[config.mk]
export PLATFORM = sky130hd
export DESIGN_NAME = fifo_sync_param
export DESIGN_NICKNAME = d
export VERILOG_FILES = /design/src/rtl/fifo_sync_param.sv
export SDC_FILE = /design/constraint.sdc
export NUM_CORES = 1
export LEC_CHECK = 0
export BUFFER_PORTS_ARGS = -buffer_cell sky130_fd_sc_hd__buf_2
export CORE_AREA = 5 5 114 116
export DETAILED_ROUTE_END_ITERATION = 6
export DIE_AREA = 0 0 119 121
export PLACE_DENSITY = 0.83
export SLEW_MARGIN = 20
export SYNTH_ARGS = -nofsm -noshare
export SYNTH_HDL_FRONTEND = slang
export SYNTH_SLANG_ARGS = --single-unit
[constraint.sdc]
create_clock -name clk -period 2.5 [get_ports clk]
set_input_delay 0.375 -clock clk [delete_from_list [all_inputs] [get_ports clk]]
set_output_delay 0.375 -clock clk [all_outputs]
set_load 0.03 [all_outputs]
[src/rtl/fifo_sync_param.sv]
// fifo_sync_param
//   Single-clock FIFO with a parametrised width and depth. Both sides use a
//   chip-select qualified request handshake. The FIFO provides programmable
//   almost-full and almost-empty flags, an occupancy count, and
//   overflow/underflow error pulses. It has an optional first-word-fall-through
//   read mode.
//
// Ports
//   clk           rising-edge clock
//   rst           asynchronous reset, active-low
//   wr_cs/wr_en   write request; data_in is stored when accepted
//   rd_cs/rd_en   read request
//   data_out      read data (registered when FWFT=0, head of queue when FWFT=1)
//   full/empty    occupancy at the limits
//   almost_full   count >= AF_THRESH
//   almost_empty  count <= AE_THRESH
//   count         current occupancy, 0..DEPTH
//   overflow      1-cycle pulse for a write attempted while full
//   underflow     1-cycle pulse for a read attempted while empty
module fifo_sync_param #(
  parameter int DATA_WIDTH = 8,
  parameter int DEPTH      = 16,
  parameter int AF_THRESH  = 14,
  parameter int AE_THRESH  = 2,
  parameter int FWFT       = 0
) (
  input  logic                       clk,
  input  logic                       rst,
  input  logic                       wr_cs,
  input  logic                       wr_en,
  input  logic [DATA_WIDTH-1:0]      data_in,
  input  logic                       rd_cs,
  input  logic                       rd_en,
  output logic [DATA_WIDTH-1:0]      data_out,
  output logic                       full,
  output logic                       empty,
  output logic                       almost_full,
  output logic                       almost_empty,
  output logic [$clog2(DEPTH):0]     count,
  output logic                       overflow,
  output logic                       underflow
);

  localparam int AW = $clog2(DEPTH);
  localparam int CW = AW + 1;

  localparam logic [CW-1:0] DEPTH_C = CW'(DEPTH);
  localparam logic [CW-1:0] AF_C    = CW'(AF_THRESH);
  localparam logic [CW-1:0] AE_C    = CW'(AE_THRESH);
  localparam logic [CW-1:0] CNT_ONE = CW'(1);
  localparam logic [AW-1:0] PTR_ONE = AW'(1);

  logic [DATA_WIDTH-1:0] mem [DEPTH];
  logic [AW-1:0]         wr_ptr;
  logic [AW-1:0]         rd_ptr;
  logic [CW-1:0]         count_nxt;
  logic                  wr_acc;
  logic                  rd_acc;

  // Acceptance uses the registered flags, so a write while full or a read
  // while empty is dropped even when the other side moves in the same cycle.
  assign wr_acc = wr_cs & wr_en & ~full;
  assign rd_acc = rd_cs & rd_en & ~empty;

  always_comb begin
    count_nxt = count;
    case ({wr_acc, rd_acc})
      2'b10:   count_nxt = count + CNT_ONE;
      2'b01:   count_nxt = count - CNT_ONE;
      default: count_nxt = count;
    endcase
  end

  // Storage is not reset; the pointers and count alone define what is valid.
  always_ff @(posedge clk) begin
    if (wr_acc) begin
      mem[wr_ptr] <= data_in;
    end
  end

  // Flags are computed from next-count so that they line up with count.
  always_ff @(posedge clk or negedge rst) begin
    if (!rst) begin
      wr_ptr       <= '0;
      rd_ptr       <= '0;
      count        <= '0;
      full         <= 1'b0;
      empty        <= 1'b1;
      almost_full  <= 1'b0;
      almost_empty <= 1'b1;
      overflow     <= 1'b0;
      underflow    <= 1'b0;
    end else begin
      if (wr_acc) wr_ptr <= wr_ptr + PTR_ONE;
      if (rd_acc) rd_ptr <= rd_ptr + PTR_ONE;
      count        <= count_nxt;
      full         <= (count_nxt == DEPTH_C);
      empty        <= (count_nxt == '0);
      almost_full  <= (count_nxt >= AF_C);
      almost_empty <= (count_nxt <= AE_C);
      overflow     <= wr_cs & wr_en & full;
      underflow    <= rd_cs & rd_en & empty;
    end
  end

  generate
    if (FWFT != 0) begin : g_fwft
      // The head word is always presented. It is meaningful only while empty=0.
      assign data_out = mem[rd_ptr];
    end else begin : g_std
      logic [DATA_WIDTH-1:0] dout_q;

      always_ff @(posedge clk or negedge rst) begin
        if (!rst) begin
          dout_q <= '0;
        end else if (rd_acc) begin
          dout_q <= mem[rd_ptr];
        end
      end

      assign data_out = dout_q;
    end
  endgenerate

endmodule

==> impl_metrics.py <==
metrics = {
    "drt": {
        "viasPerCell": 6.02,
        "first_pass_iters": 5,
        "routed_wirelength_mm": 12.3,
        "antenna_left": 0,
        "num_vias": 3214,
        "drc": 0,
        "drt_iter0_drc": 367,
        "wl_per_cell_um": 22.9,
    },
    "timing": {
        "fin_crit_sh": 0.975,
        "worst_pin_slew_ns": 0.647,
        "drv_slew": 0,
        "finalHoldViolations": 0,
        "skew_ns": 0.00795,
        "maxSlewHeadroom": 0.569,
        "finalSetupViolCount": 0,
        "period_needed_ns": 2.44,
        "fmax_mhz": 410,
        "hold_slack_ns": 0.237,
    },
    "synthesis": {
        "syn_avg_cell_area_um2": 19.2,
        "synth_area_leaders": "edfxtp_1 (61%), dfrtp_1 (9.9%), mux4_2 (8.5%)",
        "ys_seq_area_frac": 0.714,
        "synth_seq_cells": 155,
        "synth_nets": 351,
        "synth_flop_cell": "edfxtp_1",
        "ys_types": 47,
        "async_flop_share": 0.174,
        "syn_inst": 330,
        "synth_edf_count": 128,
        "synth.cell_area_um2": 6330,
        "synth_top_area_frac": 0.607,
        "synth_warnings": 0,
        "yosys.area.top_type": "edfxtp_1",
    },
    "power": {
        "power_uw": 8410,
        "combPwrFrac": 0.289,
        "internal_power_uw": 5780,
        "p_clk_frac": 0.310,
        "switching_share": 0.312,
        "switchingPower_uw": 2620,
        "p_per_area_nw_per_um2": 1150,
        "p_leak_uw": 0.00260,
        "ir_drop_mv": 0.476,
        "pwr-share-seq": 0.401,
    },
    "clock_tree": {
        "cts.sinks": 155,
        "clk_path_buf_depth": 2,
        "cts_root_buffer": "clkbuf_16",
        "clock_latency_ns": 0.42,
        "clk_pin_slew_ns": 0.06,
        "cts-buffers-inserted": 17,
        "tritoncts": "yes",
        "htreeDepth": 4,
        "postCtsSetupRepairBufs": 0,
    },
    "placement": {
        "place_congestion": 0.793,
        "portBuffers": 32,
        "dp.cells": 501,
        "dpl_cell_area_um2": 6670,
        "hpwlAfterDp_mm": 7.10,
    },
    "global_routing": {
        "grt_pass1_wl_mm": 19.0,
        "grt_pass1_vias": 3391,
        "grt_max_degree": 36,
        "grt_usage": 0.177,
        "grt-ovfl-total": 0,
        "antenna_found_initial": 0,
    },
    "die": {
        "die_h_um": 121,
        "core-area_um2": 11800,
        "io_pins": 33,
        "initial_utilization": 0.536,
        "fp.dieW_um": 119,
        "dieArea_um2": 14400,
        "rows": 40,
    },
    "setup_path": {
        "cp.required_ns": 2.84,
        "worstPathMaxFanout": 5,
        "startpoint_type": "flip-flop",
        "arrival_ns": 2.78,
        "endpoint_kind": "flip-flop",
        "r2r_slack_ns": 0.06,
        "path_class": "reg -> reg",
    },
    "hold_path": {
        "hold_class": "in -> reg",
    },
    "layout": {
        "mostFrequentLayoutCells": "edfxtp_1 (128), buf_2 (32), mux4_2 (24), dfrtp_1 (24)",
        "final_common_cell": "edfxtp_1",
        "area_growth_pct": 15.9,
        "drive_gt1_frac": 0.328,
        "final_area_um2": 7340,
        "n_antenna_cell": 0,
        "fillers": 773,
        "layoutNonFillerInstCount": 534,
        "final_nets": 395,
    },
    "run": {
        "maxCapViolCount": 0,
    },
    "run_status": {
        "status": "complete, no violations",
    },
}
==> routing by layer <==
metal,wire (um),vias to the layer above,share of wire,GRT usage
met2,6390,116,0.52,0.295
met4,184,0,0.015,0.0673
met3,580,13,0.047,0.0373
met1,5090,1658,0.42,0.229
li1,-,1427,-,-
met5,0,-,0,0
==> power groups by stage <==
| stage | Sequential [uW] | Clock, uW | Combinational [uW] |
|---|---|---|---|
| 3_3_place_gp | 3380 | 0 | 2310 |
| 4_1_cts | 3360 | 2620 | 2410 |
| 6_report | 3370 | 2600 | 2430 |
| 2_1_floorplan | 3550 | 0 | 1650 |
| 3_5_place_dp | 3400 | 0 | 2380 |
| 5_1_grt | 3400 | 2740 | 2620 |
==> logic make-up (layout without fill, tap and decap cells) <==
| logic type | count (synthesis) | after routing | share of synthesized area |
|---|---|---|---|
| flops | 155 | 155 | 0.714 |
| compound gates | 23 | 23 | 0.0302 |
| xor+xnor | 11 | 11 | 0.0186 |
| fa+ha+maj | 7 | 7 | 0.0138 |
| buf+inv | 25 | 82 | 0.0205 |
| mux | 49 | 49 | 0.147 |
| simple gates | 60 | 60 | 0.0557 |
==> worst max-delay path, cell delays in order, from the launching register on <==
cell,delay (ns)
dfstp_2,0.55
nand3b_4,0.15
inv_4,0.05
nand2_2,0.08
xnor2_2,0.11
ha_2,0.19
or4b_4,0.48
nor4_4,0.18
a211oi_2,0.08
xnor2_2,0.29
nor3b_2,0.21
==> worst paths after layout <==
kind | startpoint | end | cells after the start
worst max-delay path | empty | full | 10
worst min-delay path | wr_en | overflow | 2
worst max register to register | empty | full | 10
max in group asynchronous | rst | rd_ptr[0] | 2
min in group asynchronous | rst | data_out[1] | 2
worst min register to register | rd_ptr[3] | rd_ptr[3] | 1
==> sequential cells by signal, indices dropped and copies added (netlist names) <==
signal	cells
count	5
data_out	8
rd_ptr	4
empty	1
full	1
overflow	1
underflow	1
almost_full	1
mem	128
almost_empty	1
wr_ptr	4
==> Yosys cell counts, types with 2 or more instances <==
master,instances
nor4_1,2
edfxtp_1,128
buf_6,2
mux4_1,8
mux4_2,24
xnor2_1,9
nand2_1,10
dfrtp_1,25
and2_1,17
buf_1,5
clkbuf_1,8
a221oi_1,2
nor2_1,3
mux2i_1,8
and3_1,3
nand2b_1,2
nand4_1,2
nor3_1,13
nor3b_1,2
a21oi_1,4
mux2_2,9
ha_1,7
a221o_1,8
dfstp_2,2
inv_1,5
==> through the flow <==
stage                     setup TNS, ns  worst slack (ns)  utilization
after floorplan                -0.00847          -0.00847            -
after global placement                0            0.0843        0.564
after detailed placement              0            0.0396        0.564
after CTS                             0            0.0151        0.617
after global routing            -0.0575           -0.0368        0.621
final                                 0            0.0616        0.621
==> repair_timing <==
item,4_1_cts,5_1_grt
gates resized for setup,0,12
setup endpoints to repair,0,4
hold endpoints to repair,25,0
hold buffers,1,0
==> final cells by class <==
| class | count | area, um2 | area share |
|---|---|---|---|
| clock buffers | 19 | 453 | 0.0617 |
| clock inverters | 13 | 155 | 0.0211 |
| inverters | 7 | 28.8 | 0.00392 |
| multi-input cells | 150 | 1740 | 0.237 |
| flip-flops and latches | 155 | 4520 | 0.616 |
| well taps | 147 | 184 | 0.0251 |
| repair buffers | 43 | 258 | 0.0351 |
(Power assumes the default switching activity.)
